==> src/rtl/ps2_key_tracker_pkg.sv <==
// Shared PS/2 keycode header: make codes, protocol bytes, parser states and stack commands.
// Included by ps2_key_tracker and its key stack.
package ps2_key_tracker_pkg;

    // Protocol bytes
    localparam logic [7:0] PS2_BRK    = 8'hF0;
    localparam logic [7:0] PS2_EXT    = 8'hE0;
    localparam logic [7:0] PS2_BAT_OK = 8'hAA;
    localparam logic [7:0] PS2_ACK    = 8'hFA;
    localparam logic [7:0] PS2_RESEND = 8'hFE;
    localparam logic [7:0] PS2_ECHO   = 8'hEE;
    localparam logic [7:0] PS2_OVR0   = 8'h00;
    localparam logic [7:0] PS2_OVR1   = 8'hFF;

    // Set-2 make codes used by the piano keyboard mapping
    localparam logic [7:0] KEY_Z = 8'h1A;
    localparam logic [7:0] KEY_S = 8'h1B;
    localparam logic [7:0] KEY_X = 8'h22;
    localparam logic [7:0] KEY_D = 8'h23;
    localparam logic [7:0] KEY_C = 8'h21;
    localparam logic [7:0] KEY_V = 8'h2A;
    localparam logic [7:0] KEY_G = 8'h34;
    localparam logic [7:0] KEY_B = 8'h32;
    localparam logic [7:0] KEY_H = 8'h33;
    localparam logic [7:0] KEY_N = 8'h31;
    localparam logic [7:0] KEY_J = 8'h3B;
    localparam logic [7:0] KEY_M = 8'h3A;
    localparam logic [7:0] KEY_A = 8'h1C;

    // Parser state encoding
    localparam logic [1:0] ST_IDLE    = 2'd0;
    localparam logic [1:0] ST_BRK     = 2'd1;
    localparam logic [1:0] ST_EXT     = 2'd2;
    localparam logic [1:0] ST_EXT_BRK = 2'd3;

    typedef enum logic [1:0] {
        OP_NONE  = 2'd0,
        OP_MAKE  = 2'd1,
        OP_BREAK = 2'd2,
        OP_CLEAR = 2'd3
    } stk_op_e;

    // Keyboard status/response bytes that never carry a key
    function automatic logic is_ignored(input logic [7:0] b);
        return (b == PS2_BAT_OK) || (b == PS2_ACK) || (b == PS2_RESEND) || (b == PS2_ECHO);
    endfunction

endpackage

==> src/rtl/ps2_key_tracker_key_stack.sv <==
// Last-pressed-wins held-key stack. Slot 0 is the top (newest); valid entries are
// always contiguous from slot 0, and codes are unique within the stack.
module ps2_key_tracker_key_stack
    import ps2_key_tracker_pkg::*;
#(
    parameter int DEPTH = 4,
    parameter int CW    = $clog2(DEPTH + 1)
) (
    input  logic          clk,
    input  logic          resetn,
    input  stk_op_e       op,
    input  logic [7:0]    code,
    output logic          hit,
    output logic [7:0]    top,
    output logic [CW-1:0] count,
    output logic          evict
);

    logic [DEPTH-1:0][7:0] ent, ent_nx, ent_up, ent_dn;
    logic [DEPTH-1:0]      vld, vld_nx, vld_up, vld_dn;
    logic [DEPTH-1:0]      match, thru, take_up, take_dn;
    logic [CW-1:0]         count_nx;
    logic                  evict_nx;

    // thru[i]: the matching entry sits at slot i or newer
    always_comb begin
        for (int i = 0; i < DEPTH; i++)
            match[i] = vld[i] && (ent[i] == code);
        thru[0] = match[0];
        for (int i = 1; i < DEPTH; i++)
            thru[i] = thru[i-1] | match[i];
    end

    assign hit = thru[DEPTH-1];

    // Whole-stack one-slot shifts toward older (up) and toward the top (dn)
    assign ent_up = {ent[DEPTH-2:0], code};
    assign vld_up = {vld[DEPTH-2:0], 1'b1};
    assign ent_dn = ent >> 8;
    assign vld_dn = vld >> 1;

    // Move-to-top only shifts the slots newer than the hit; a fresh push shifts all
    assign take_up = hit ? ~(thru << 1) : '1;
    assign take_dn = hit ? thru : '0;

    always_comb begin
        ent_nx   = ent;
        vld_nx   = vld;
        count_nx = count;
        evict_nx = 1'b0;
        case (op)
            OP_MAKE: begin
                for (int i = 0; i < DEPTH; i++) begin
                    if (take_up[i]) begin
                        ent_nx[i] = ent_up[i];
                        vld_nx[i] = vld_up[i];
                    end
                end
                if (!hit) begin
                    evict_nx = vld[DEPTH-1];
                    if (!vld[DEPTH-1])
                        count_nx = count + CW'(1);
                end
            end
            OP_BREAK: begin
                for (int i = 0; i < DEPTH; i++) begin
                    if (take_dn[i]) begin
                        ent_nx[i] = ent_dn[i];
                        vld_nx[i] = vld_dn[i];
                    end
                end
                if (hit)
                    count_nx = count - CW'(1);
            end
            OP_CLEAR: begin
                ent_nx   = '0;
                vld_nx   = '0;
                count_nx = '0;
            end
            default: ;
        endcase
    end

    always_ff @(posedge clk or negedge resetn) begin
        if (!resetn) begin
            ent   <= '0;
            vld   <= '0;
            count <= '0;
            evict <= 1'b0;
        end else begin
            ent   <= ent_nx;
            vld   <= vld_nx;
            count <= count_nx;
            evict <= evict_nx;
        end
    end

    assign top = vld[0] ? ent[0] : 8'h00;

endmodule

==> src/rtl/ps2_key_tracker.sv <==
// PS/2 scancode parser feeding a held-key stack; presents the newest held key.
// Optional PS2_REPEAT_FILTER_EN: typematic repeat makes are swallowed entirely.
module ps2_key_tracker
    import ps2_key_tracker_pkg::*;
#(
    parameter int DEPTH          = 4,
    parameter int TIMEOUT_CYCLES = 100000
) (
    input  logic                         clk,
    input  logic                         resetn,
    input  logic [7:0]                   rx_data,
    input  logic                         rx_valid,
    input  logic                         flush,
    output logic [7:0]                   keycode,
    output logic                         key_held,
    output logic [$clog2(DEPTH+1)-1:0]   held_count,
    output logic                         key_event,
    output logic                         overflow
);

    localparam int CW = $clog2(DEPTH + 1);
    localparam int TW = $clog2(TIMEOUT_CYCLES + 1);
    localparam logic [TW-1:0] TMO_LAST = TW'(TIMEOUT_CYCLES - 1);

    logic [1:0]    state, state_nx;
    logic [TW-1:0] tmo;
    logic [7:0]    last_top;
    logic          restrike, restrike_q;
    logic          hit;
    stk_op_e       op;

    ps2_key_tracker_key_stack #(.DEPTH(DEPTH), .CW(CW)) u_stack (
        .clk    (clk),
        .resetn (resetn),
        .op     (op),
        .code   (rx_data),
        .hit    (hit),
        .top    (keycode),
        .count  (held_count),
        .evict  (overflow)
    );

    always_comb begin
        op       = OP_NONE;
        state_nx = state;
        restrike = 1'b0;
        if (flush) begin
            op       = OP_CLEAR;
            state_nx = ST_IDLE;
        end else if (rx_valid) begin
            case (state)
                ST_IDLE: begin
                    if (rx_data == PS2_BRK)
                        state_nx = ST_BRK;
                    else if (rx_data == PS2_EXT)
                        state_nx = ST_EXT;
                    else if (rx_data == PS2_OVR0 || rx_data == PS2_OVR1)
                        op = OP_CLEAR;
                    else if (!is_ignored(rx_data)) begin
`ifdef PS2_REPEAT_FILTER_EN
                        if (!hit)
                            op = OP_MAKE;
`else
                        op       = OP_MAKE;
                        restrike = hit && (keycode == rx_data);
`endif
                    end
                end
                ST_BRK: begin
                    op       = OP_BREAK;
                    state_nx = ST_IDLE;
                end
                ST_EXT:  state_nx = (rx_data == PS2_BRK) ? ST_EXT_BRK : ST_IDLE;
                default: state_nx = ST_IDLE;
            endcase
        end else if (state != ST_IDLE && tmo == TMO_LAST) begin
            state_nx = ST_IDLE;
        end
    end

    always_ff @(posedge clk or negedge resetn) begin
        if (!resetn) begin
            state      <= ST_IDLE;
            tmo        <= '0;
            last_top   <= 8'h00;
            restrike_q <= 1'b0;
        end else begin
            state      <= state_nx;
            last_top   <= keycode;
            restrike_q <= restrike;
            if (flush || rx_valid || state == ST_IDLE || tmo == TMO_LAST)
                tmo <= '0;
            else
                tmo <= tmo + TW'(1);
        end
    end

    // Event fires in the first cycle the new top is visible, or on a re-strike
    assign key_event = (keycode != last_top) | restrike_q;
    assign key_held  = (held_count != '0);

endmodule

==> config.mk <==
export PLATFORM = sky130hd
export DESIGN_NAME = ps2_key_tracker
export DESIGN_NICKNAME = d
export VERILOG_FILES = /design/src/rtl/ps2_key_tracker_pkg.sv /design/src/rtl/ps2_key_tracker_key_stack.sv /design/src/rtl/ps2_key_tracker.sv
export SDC_FILE = /design/constraint.sdc
export NUM_CORES = 1
export LEC_CHECK = 0
export BUFFER_PORTS_ARGS = -buffer_cell sky130_fd_sc_hd__buf_2
export CAP_MARGIN = 5
export CORE_MARGIN = 4
export CORE_UTILIZATION = 55
export DETAILED_ROUTE_END_ITERATION = 10
export PLACE_DENSITY = 0.75
export RECOVER_POWER = 25
export SETUP_SLACK_MARGIN = 0.4
export SYNTH_ARGS = -nofsm -noshare
export SYNTH_HDL_FRONTEND = slang
export SYNTH_SLANG_ARGS = --single-unit
==> constraint.sdc <==
create_clock -name clk -period 6.7 [get_ports clk]
set_clock_uncertainty 0.05 [all_clocks]
set_input_delay 1.34 -clock clk [delete_from_list [all_inputs] [get_ports clk]]
set_output_delay 1.34 -clock clk [all_outputs]
set_load 0.02 [all_outputs]
* Word level (Yosys, flattened, before mapping)
Index checks and enable logic that the tools add are counted.
** Word-level totals
- Flip-flop bits (word level) :: 68
- Input port bits :: 12
- Output and inout port bits :: 14
- Memory bits (read-only) :: 0
- Memory bits (writable) :: 0
- Memories :: 0
- Latch bits :: 0
** Operators by class
- Magnitude comparators :: 0
- Multipliers :: 0
- Bitwise operators :: 5
- Reduce and logical (&&, ||, !) cells :: 25
- Div/mod/pow operators :: 0
- Shifts and indexed selects :: 0
- Add/subtract/negate cells :: 3
- Equal/unequal tests :: 31
- Muxes and demuxes :: 49
** Operators by type and width (number)
- one-hot mux 32 bit (3 select lines) :: 1
- two-way mux 8 bit :: 9
- == test 8 bit (second input constant) :: 7
- == test 8 bit :: 5
- two-way mux 2 bit :: 11
- two-way mux 1 bit :: 18
- adder 17 x 1 -> 17 bit (second input constant) :: 1
- == test 17 bit (second input constant) :: 1
- two-way mux 17 bit :: 1
- inequality test 2 x 1 -> 1 bit (second input constant) :: 8
- one-hot mux 4 bit (3 select lines) :: 1
- AND reduction 3 bit :: 4
- two-way mux 3 bit :: 3
- one-hot mux 3 bit (3 select lines) :: 1
- nonzero test 3 bit :: 3
- zero test 8 bit :: 1
- two-way mux 4 bit :: 2
- inequality test 8 bit :: 1
- one-hot mux 2 bit (2 select lines) :: 2
- logical OR 1 bit :: 7
- == test 2 bit (second input constant) :: 3
- logical AND 1 bit :: 6
- inequality test 2 bit (second input constant) :: 3
- inequality test 5 bit (second input constant) :: 1
- 9 further kinds :: 13

* Longest topological paths before layout
Gate-level depths: netlist of run 1.
- Depth in word-level cells :: 14
- Mapped depth :: 12

* Modules after synthesis
From an unflattened synthesis of run 1, not the netlist that was laid out.
** Second synthesis, totals
- Cells, all modules :: 398
- Area total of the unflattened synthesis :: 4000.1 sq um
** Modules (own cells, without submodules)
- ps2_key_tracker_key_stack :: area each 2489.9 sq um, times used 1, cells an instance 243, sequential area each 1001.0 sq um
- ps2_key_tracker :: area each 1510.2 sq um, times used 1, cells an instance 155, sequential area each 700.7 sq um

* Worst setup path after synthesis of run 1
OpenSTA, ideal clock, no wires.
- Kind :: input-to-reg
- Start :: input port rx_data[3]
- End :: register u_stack.count[2]
- Setup time :: 73 ps
- Required time :: 6577 ps
- Arrival :: 3729 ps
- Slack :: 2848 ps
- Stages :: 11
- Path buffers :: 2
- Cells stage by stage :: buf_2 -> nor4_2 -> and2_1 -> o31ai_1 -> nor3_4 -> inv_2 -> clkbuf_1 -> fa_1 -> a311o_1 -> a31o_2 -> a21oi_2
** On the way
- Cells in the longest elaborated chain, start to end :: 14
- Elaborated cells on any way between the ends :: 39
** RTL lines
- start: declaration :: RTL line ps2_key_tracker.sv:11 : input logic [7:0] rx_data,
- == test 8 bit :: RTL line ps2_key_tracker_pkg.sv:45 : return (b == PS2_BAT_OK) || (b == PS2_ACK) || (b == PS2_RESEND) || (b == PS2_ECHO);
- logical OR 1 bit (3 in a row) :: RTL line ps2_key_tracker_pkg.sv:45
- two-way mux 1 bit :: RTL line ps2_key_tracker.sv:59 : else if (!is_ignored(rx_data)) begin
- two-way mux 2 bit :: RTL line ps2_key_tracker.sv:57 : else if (rx_data == PS2_OVR0 || rx_data == PS2_OVR1)
- two-way mux 2 bit :: RTL line ps2_key_tracker.sv:55 : else if (rx_data == PS2_EXT)
- two-way mux 2 bit :: RTL line ps2_key_tracker.sv:53 : if (rx_data == PS2_BRK)
- one-hot mux 2 bit (2 select lines) :: RTL line ps2_key_tracker.sv:51 : case (state)
- two-way mux 2 bit :: RTL line ps2_key_tracker.sv:50 : end else if (rx_valid) begin
- two-way mux 2 bit :: RTL line ps2_key_tracker.sv:47 : if (flush) begin
- == test 2 x 1 -> 1 bit or == test 2 bit (tied branches) :: RTL line ps2_key_tracker_key_stack.sv:51 : case (op)
- inequality test 2 bit (no line) or nonzero test 3 bit (tied branches)
- AND reduction 4 bit (no line)
- end signal: assignment :: RTL line ps2_key_tracker_key_stack.sv:93 : count <= count_nx;
- end: declaration :: RTL line ps2_key_tracker_key_stack.sv:15 : output logic [CW-1:0] count,
Several ways; a longest one is shown, not always the timed one.
A chain may end at the register's enable or synchronous reset.

==> run metrics, run 1 <==
count of cell types in the netlist 56; 1st-iter DRT viols roughly 300; Tmin final 4340 ps; post-CTS sizing 0; drt total wl 8860 um; worst reg2reg startpoint state[1]; sw power approximately 380 uW; drt via density between 5 and 6; Internal Power 791 uW; maximum clock insertion buffer count 2; clk sinks a little under 70; switching share of power 32.5%; initial core utilization 56.7%; Area Growth Syn to Fin 9.33%; die span in y 91.9 um; critical-path maximum fanout 68; CP max stage cell clkbuf_1; dpl cell area between 4000 and 5000 um^2; DRC Markers 0; Synth Area in Adders 0.840%; RSZ-0062 raised after global routing no; slowest stage delay, CP 2490 ps; Lkg Pwr 0.00180 uW; failing checks capacitance limit, slew limit; hold_buf cts 0; max-slew violations 69; routed len/inst ~17 um; Final ANT Viol Nets 0; clock power share between 30% and 40%; first-pass GRT wire length 14700 um; fin area 4240 um^2; DIE WIDTH 91.9 um; CP required 6300 ps; CP Data Arrival Time 3940 ps; Synth Area in Compound Gates 15.8%; HP Class reg2reg; final hold vios 0; post-route setup TNS 0 ps; largest net degree at the start of global routing between 60 and 70; drt pass-1 iters 6; Die Area 8450 um^2; Final HPWL DP approximately 6200 um; CTS Buf Count 9; combinational family with the most area after synthesis simple AND/OR/NAND/NOR gates; Crit Reg-Reg Endpoint u_stack.count[1]; cell area after synthesis a little under 4000 um^2; ys flop type dfrtp_1; Seq cells post-synth 68; Clk pin slew, worst setup/hold paths 70 ps; grt ovf 0; worst-margin pin slew 3550 ps; Relative slew margins -136%; io pins 26; Max IR drop VDD 147 uV; Worst Setup End Kind asynchronous set/reset pin; Post-Syn Nets 423; mux contribution to synthesized area 2.62%; HP Start tmo[0]; Post-synth EDFFs 0; Total GRT Usage between 20% and 30%; latest clock arrival within the worst-skew pair 350 ps; FFs w/ async S/R, synth 100%; fin crit share between 60% and 70%; WHS Endpoint tmo[0]; Mapped Cells 409; Fill cells between 500 and 600; Sequential Power Share 44.8%; reg2reg setup slack 3440 ps; CP startpoint kind input pin; ANT cells 0; core area approximately 7000 um^2; number of warnings issued by yosys 0; IO Port Bufs 25; Cell Rows 30; CTS tree built; kind of critical path in2async; layout cells sized above 1 16.3%; clock root buffer clkbuf_8; Buf+Inv Stages, Crit Path 2; PwrDens roughly 280 nW/um^2; logic gate share of total power a little under a quarter; initial antenna violation count 0; # Max-Cap Violations 1; post-synthesis simple-gate area fraction 17.7%; Via Count 3072; nets 439; status finished, violations left; CP Cell Sequence buf_2 -> clkbuf_1; vias in the first global route 3030; postcts setup bufs 0; Setup-failing EPs final 0; CP delay by family, top buffers and inverters; post-synthesis sequential area ratio between 40% and 50%; fmax 0.231 GHz; Avg Cell Area, Syn 9.47 um^2; CTS H-tree lvls 3; WHS Path Cells 1; xor/xnor share of the synthesized area 13.3%; Finished Core Util around three fifths; R2R depth 7; GP Congestion 0.884
-- through the flow --
step                      std cells  worst slack (ps)  hold WS [ps]  total power, uW
final                           526              2360           438             1170
after global routing            526              1480           466             1230
after detailed placement        510              2200           431              803
after global placement          510              2240           426              795
after CTS                       526              2470           441             1180
after floorplan                 409              2850           405              721
-- logic make-up after synthesis --
family	count (synthesis)
AND/OR/NAND/NOR	138
AO/OA/AOI/OAI	86
flip-flops	68
XOR/XNOR	59
buffers and inverters	47
multiplexers	9
adder cells (fa/ha/maj)	2
-- cell type report --
class | instances | area [um^2] | share of cell area, %
Timing Repair Buffer | 27 | 136 | 3.22
Tap cell | 96 | 120 | 2.84
Sequential cell | 68 | 1700 | 40.2
Multi-Input combinational cell | 294 | 1970 | 46.4
Clock buffer | 11 | 141 | 3.34
Inverter | 25 | 93.8 | 2.22
Clock inverter | 5 | 75.1 | 1.77
-- layer usage --
| layer | GRT usage [%] | vias to the layer above | routed length [um] |
|---|---|---|---|
| li1 | - | 1444 | - |
| met1 | 29.7 | 1502 | 4010 |
| met2 | 34.7 | 106 | 4140 |
| met3 | 4.51 | 20 | 527 |
| met4 | 8.79 | 0 | 176 |
| met5 | 0 | - | 0 |
-- power by group through the flow --
stage / Sequential [uW] / Combinational (uW) / Clock (uW)
floorplan: 517 / 204 / 0
global placement: 529 / 266 / 0
detailed placement: 531 / 272 / 0
CTS: 523 / 277 / 377
global route: 530 / 302 / 397
finish: 526 / 275 / 372
-- Yosys cell counts, types with 3 or more instances --
| cell type | number | share of area (%) |
|---|---|---|
| o21ai_0 | 19 | 2.5 |
| clkbuf_1 | 5 | 0.48 |
| a21oi_1 | 15 | 1.9 |
| nand4_1 | 12 | 1.9 |
| a22oi_1 | 16 | 3.1 |
| nor4_1 | 3 | 0.48 |
| inv_1 | 24 | 2.3 |
| and3_1 | 4 | 0.65 |
| buf_6 | 4 | 1.2 |
| o21ai_2 | 5 | 1.1 |
| dfrtp_1 | 68 | 44 |
| xor2_1 | 21 | 4.7 |
| nand2_1 | 35 | 3.4 |
| o21ai_1 | 5 | 0.65 |
| mux2_2 | 9 | 2.6 |
| nor3_1 | 7 | 0.90 |
| nor2_1 | 40 | 3.9 |
| xnor2_1 | 38 | 8.6 |
| buf_2 | 11 | 1.4 |
| and2_1 | 3 | 0.48 |
| nand3_1 | 23 | 3.0 |
-- registers in the layout, indices dropped and copies added (netlist names) --
name / count
u_stack.ent: 32
tmo: 17
last_top: 8
u_stack.vld: 4
u_stack.count: 3
state: 2
restrike_q: 1
u_stack.evict: 1
-- cells in the final DEF (no fill, tap or decap), types with 2 or more instances in the layout --
cell / instances
xor2_1: 21
and2_0: 2
dfrtp_1: 68
bufinv_16: 2
inv_1: 24
o41ai_1: 2
clkinv_2: 3
a21oi_2: 2
nor4_1: 3
clkbuf_1: 2
clkbuf_8: 10
o21ai_2: 5
o21ai_1: 5
nor2_1: 40
a21oi_1: 15
mux2_2: 9
a22oi_1: 16
o21bai_1: 2
nand3_1: 23
o21ai_0: 19
nor3_1: 7
buf_2: 25
nand4_1: 12
and4_1: 2
and3_1: 4
nor2b_1: 2
nand2_1: 35
o31ai_1: 2
xnor2_1: 38
a211oi_1: 2
-- worst max path at each step --
stage | startpoint | to | cells past startpoint
3_3_place_gp | rx_data[7] | u_stack.count[1] | 9
5_1_grt | resetn | u_stack.vld[3] | 2
3_5_place_dp | rx_data[5] | u_stack.count[0] | 9
2_1_floorplan | rx_data[3] | u_stack.count[2] | 11
6_report | resetn | u_stack.vld[3] | 2
4_1_cts | rx_data[7] | u_stack.count[1] | 9
(Power assumes the default switching activity.)
==> run 2: changes to the inputs <==
ABC_AREA = 1   (was unset)
PLACE_DENSITY = 0.77   (was 0.75)
clock period = 3.8 ns   (was 6.7 ns; I/O delays follow)
==> run 2 against run 1 <==
Compared with the run above: sequential share of layout area down 2.6 points; non-clock buffer count up 2; combinational power up 61%; largest cell class unchanged; final cell count up 31%; clock-buffer cell count unchanged; flip-flop and latch count unchanged; critical path type is now reg2out; the run still ends with capacitance limit, slew limit left; hold slack worse by 21 ps.
==> run metrics, run 2 <==
status finished, violations left; failing checks capacitance limit, slew limit; logic gate share of total power 24.0%; number of warnings issued by yosys 0; Lkg Pwr 0.00216 uW; cell taking the most area after synthesis dfrtp_1; CTS Buf Count 9; largest net degree at the start of global routing 45; RSZ-0062 raised after global routing no; initial core utilization 57.3%; Sequential Power Share 45.3%; post-route setup TNS 0 ps; biggest regs u_stack.ent: 32 flops, tmo: 17 flops, last_top: 8 flops; post-synthesis sequential area ratio between 40% and 50%; CP max stage cell dfrtp_1; CP Data Arrival Time just over 2000 ps; drt via density 5.67; HP Class reg2reg; top-count cell post-synth nand2_1; Setup-failing EPs final 0; postcts setup bufs 0; kind of critical path reg2out; Via Count 3902; sw power between 600 and 700 uW; CTS H-tree lvls 3; first-pass GRT wire length approximately 18000 um; Post-Syn Nets 576; Max IR drop VDD 236 uV; DIE WIDTH 95.4 um; post-CTS sizing 0; grt ovf 0; maximum clock insertion buffer count 2; count of cell types in the netlist 43; fmax 0.349 GHz; largest cells by area after synthesis dfrtp_1 41%, nand2_1 14%, inv_1 6.3%; worst reg2reg startpoint u_stack.vld[0]; Relative slew margins -59.0%; CP delay by family, top flip-flops; slowest stage delay, CP 580 ps; Post-synth EDFFs 0; FFs w/ async S/R, synth 100%; Die Area between 9000 and 10000 um^2; die span in y 95.4 um; hold_buf cts 0; Buf+Inv Stages, Crit Path 1; Avg Cell Area, Syn 7.47 um^2; ANT cells 0; final hold vios 0; clock root buffer clkbuf_8; global routing usage on met3 3.95%; WHS Path Cells 1; clk sinks 68; initial antenna violation count 0; vias in the first global route 3824; most frequent cells in the layout 157 x nand2_1, 71 x inv_1, 68 x dfrtp_1, 43 x nor2_1, 43 x o21ai_0; drt total wl 10700 um; io pins 26; reg2reg setup slack 1550 ps; critical-path maximum fanout 11; Most Frequent Cell on Critical Path nand2_1; Biggest register u_stack.ent; WHS Endpoint tmo[0]; Final ANT Viol Nets 0; ys flop type dfrtp_1; GP Congestion 0.946; share of the synthesized area in the top cell type 40.5%; routed len/inst 15.6 um; PwrDens 408 nW/um^2; Crit Reg-Reg Endpoint u_stack.ent[7]; DRC Markers 0; GR Util met1 34.7%; core area roughly 7300 um^2; switching share of power 35.1%; cell area after synthesis ~4200 um^2; Tot Pwr ~1800 uW; 1st-iter DRT viols 450; Mapped Cells 562; HP Start tmo[0]; busiest layer in global routing met2; most common cell after layout, fill and taps aside nand2_1; CP Cell Sequence nand2_1 -> nand2_1 -> o21ai_0 -> a2111oi_0 -> nand4_1 -> buf_2; CTS tree built; top post-synthesis cells by count 157 x nand2_1, 71 x inv_1, 68 x dfrtp_1; latest clock arrival within the worst-skew pair 360 ps; layout cells sized above 1 14.4%; Final HPWL DP roughly 8000 um; # Max-Cap Violations 1; Total GRT Usage 26.0%; clock power share 30.8%; Worst Setup End Kind output pin; max-slew violations 45; CP startpoint kind flip-flop; Tmin final ~2900 ps; met2 Usage GRT 42.2%; max reg flops 32; Area Growth Syn to Fin 7.75%; Clk pin slew, worst setup/hold paths 90 ps; Internal Power around 1200 uW; IO Port Bufs 25; CP required 2990 ps; Cell Rows 31; worst hold slack 417 ps; Seq cells post-synth 68; drt pass-1 iters 5; fin crit share 75.3%; nets 598; R2R depth 7; worst-margin pin slew 2380 ps
## run 2: how the worst max path moves through the flow
| stage | to | from | slack, ps | cells after the start |
|---|---|---|---|---|
| 2_1_floorplan | u_stack.count[2] | rx_data[2] | 1050 | 13 |
| 3_3_place_gp | u_stack.count[2] | rx_data[6] | 1060 | 14 |
| 3_5_place_dp | u_stack.count[2] | rx_data[5] | 950 | 14 |
| 4_1_cts | key_event | u_stack.vld[0] | 880 | 6 |
| 5_1_grt | key_event | u_stack.vld[0] | 680 | 6 |
| 6_report | key_event | u_stack.vld[0] | 940 | 6 |
## run 2: kinds of logic (layout without fill, tap and decap cells)
| kind of cell | Yosys count | in the layout | synth area share, % |
|---|---|---|---|
| buffers and inverters | 97 | 124 | 10.5 |
| AOI/OAI and AO/OA | 110 | 110 | 16.1 |
| and+or+nand+nor | 269 | 269 | 28.8 |
| xor gates and xnor gates | 15 | 15 | 3.13 |
| DFF | 68 | 68 | 40.5 |
| adders and majority gates | 2 | 2 | 0.774 |
| muxes | 1 | 1 | 0.238 |
## run 2: power by group through the flow
| stage | sequential (uW) | combinational (uW) | clock, uW |
|---|---|---|---|
| floorplan | 849 | 314 | 0 |
| global placement | 850 | 432 | 0 |
| detailed placement | 850 | 437 | 0 |
| CTS | 836 | 440 | 575 |
| global route | 847 | 498 | 607 |
| finish | 837 | 443 | 569 |
## run 2: layer usage
layer	wire (um)	vias to the layer above	part of all wire [%]
met5	0	-	0
met4	223	0	2.1
met3	724	25	6.7
met2	5090	173	47
met1	4710	1824	44
li1	-	1880	-
## run 2: stage by stage
step                cells  util [%]  worst slack, ps  cell area, um^2
floorplan             562         -             1050             4200
CTS                   688      61.8              882             4530
global placement      672      59.2             1060             4340
global route          688      61.7              683             4530
detailed placement    672      59.2              952             4340
finish                688      61.7              938             4530
## run 2: layout make-up
type                    instances  area, um^2
fillers                       663        2810
inverters                      79         299
clock inverters                 5        36.3
clock buffers                  11         151
well taps                      99         124
repair buffers                 29         154
multi-input cells             397        2060
flip-flops and latches         68        1700
==> run 3: changes to the inputs <==
PLACE_DENSITY = 0.74   (was 0.77)
clock period = 2.91 ns   (was 3.8 ns; I/O delays follow)
==> run 3 against run 2 <==
Compared with the run above: the flow still finishes with violations (capacitance limit, slew limit); hold slack worse by 7.8 ps; clock-buffer cell count down 1; final cell count is 0.29% higher; register-to-register slack worse by 980 ps; clock power up 36%; via count down 0.46%; global-route usage is 0.67 points lower; critical endpoint unchanged; highest routed layer unchanged.
==> run metrics, run 3 (synthesis gave the netlist of run 2 again) <==
Biggest register u_stack.ent; Final HPWL DP 7670 um; Internal Power about 1600 uW; initial core utilization a little under three fifths; nets 600; post-route setup TNS 0 ps; fin crit share 88.0%; drt pass-1 iters 5; final hold vios 0; Finished Core Util 62.7%; fmax 0.390 GHz; Fill cells 649; vias in the first global route 3811; # Max-Cap Violations 1; kind of critical path reg2out; PwrDens 539 nW/um^2; routed len/inst 15.1 um; status finished, violations left; max-slew violations 33; CP startpoint kind flip-flop; io pins 26; clock root buffer clkbuf_8; largest net degree at the start of global routing 37; Max IR drop VDD about 350 uV; grt ovf 0; GP Congestion 0.935; logic gate share of total power between 20% and 30%; Via Count just under 4000; biggest regs u_stack.ent: 32 flops, tmo: 17 flops, last_top: 8 flops; initial antenna violation count 0; RSZ-0062 raised after global routing no; Worst Setup End Kind output pin; critical-path maximum fanout 6; Area Growth Syn to Fin 9.35%; clk sinks 68; IO Port Bufs 25; Total GRT Usage between 20% and 30%; max reg flops 32; CTS Buf Count 9; CP required 2280 ps; Relative slew margins -24.5%; Die Area 9100 um^2; clock power share between 30% and 40%; Tmin final 2560 ps; DIE WIDTH 95.4 um; CTS tree built; Sequential Power Share 44.1%; switching share of power 34.2%; most frequent cells in the layout 155 x nand2_1, 71 x inv_1, 68 x dfrtp_1, 43 x nor2_1, 43 x o21ai_0; DRC Markers 0; drt total wl 10400 um; Final ANT Viol Nets 0; core area 7330 um^2; Setup-failing EPs final 0; Cell Rows 31; CP Data Arrival Time 1930 ps; worst-margin pin slew between 1500 and 2000 ps; most common cell after layout, fill and taps aside nand2_1; CTS H-tree lvls 3; failing checks capacitance limit, slew limit; first-pass GRT wire length 18000 um; Lkg Pwr 0.00220 uW; HP Class reg2reg; sw power 846 uW; latest clock arrival within the worst-skew pair 350 ps; ANT cells 0; die span in y approximately 95 um; 1st-iter DRT viols 233; Clk pin slew, worst setup/hold paths ~80 ps; drt via density 5.63; maximum clock insertion buffer count 2; layout cells sized above 1 15.2%
run 3: cell types whose count changed in the layout (fill, tap and decap cells not counted), sizes merged:
cell,before,now
clkinv,2,4
clkinvlp,3,1
bufinv,0,1
clkbuf,12,13
run 3: per-layer routing:
layer	up-vias	part of all wire [%]	global-route usage [%]
li1	1888	-	-
met1	1832	43	31.7
met2	126	48	42.0
met3	38	4.6	4.18
met4	0	3.8	12.9
met5	-	0	0
run 3: final cells by class:
type	instances	area [um^2]	share of cell area [%]
clock buffer	10	128	2.78
clock inverter	6	65.1	1.42
inverter	79	299	6.51
multi-input combinational	397	2100	45.7
sequential	68	1700	37.0
tap	99	124	2.70
timing repair buffer	31	178	3.87
run 3: worst max-delay path, cell delays in order, from the launching register on:
cell	delay [ps]
dfrtp_1	480
clkbuf_1	280
nand2_2	130
a2111oi_4	390
nand4_1	120
buf_2	180
run 3: power by group through the flow:
stage	clock, uW	combinational (uW)	sequential, uW
2_1_floorplan	0	423	1110
3_3_place_gp	0	568	1110
3_5_place_dp	0	582	1110
4_1_cts	791	591	1090
5_1_grt	835	679	1100
6_report	772	610	1090
run 3: what timing repair did:
item	in CTS	in global routing
hold buffers	0	0
buffers inserted	0	3
setup endpoints to repair	1	1
pin swaps	0	1
gates resized for setup	3	3
run 3: path summary, 6_finish.rpt:
path | cells past startpoint | from | slack [ps] | to
worst max register to register | 8 | u_stack.vld[0] | 570 | u_stack.ent[7]
worst max-delay path | 5 | u_stack.vld[0] | 350 | key_event
max in group asynchronous | 1 | resetn | 1050 | u_stack.ent[10]
min in group asynchronous | 1 | resetn | 680 | tmo[12]
worst min-delay path | 1 | tmo[0] | 410 | tmo[0]
worst min register to register | 1 | tmo[0] | 410 | tmo[0]
run 3: stage by stage:
step	hold slack (ps)	cells	total power, uW	setup WS [ps]	area, um^2
6_report	410	690	2470	349	4590
5_1_grt	450	690	2620	242	4590
4_1_cts	271	687	2470	449	4560
3_5_place_dp	403	671	1690	289	4360
3_3_place_gp	399	671	1680	389	4360
2_1_floorplan	236	562	1530	365	4240
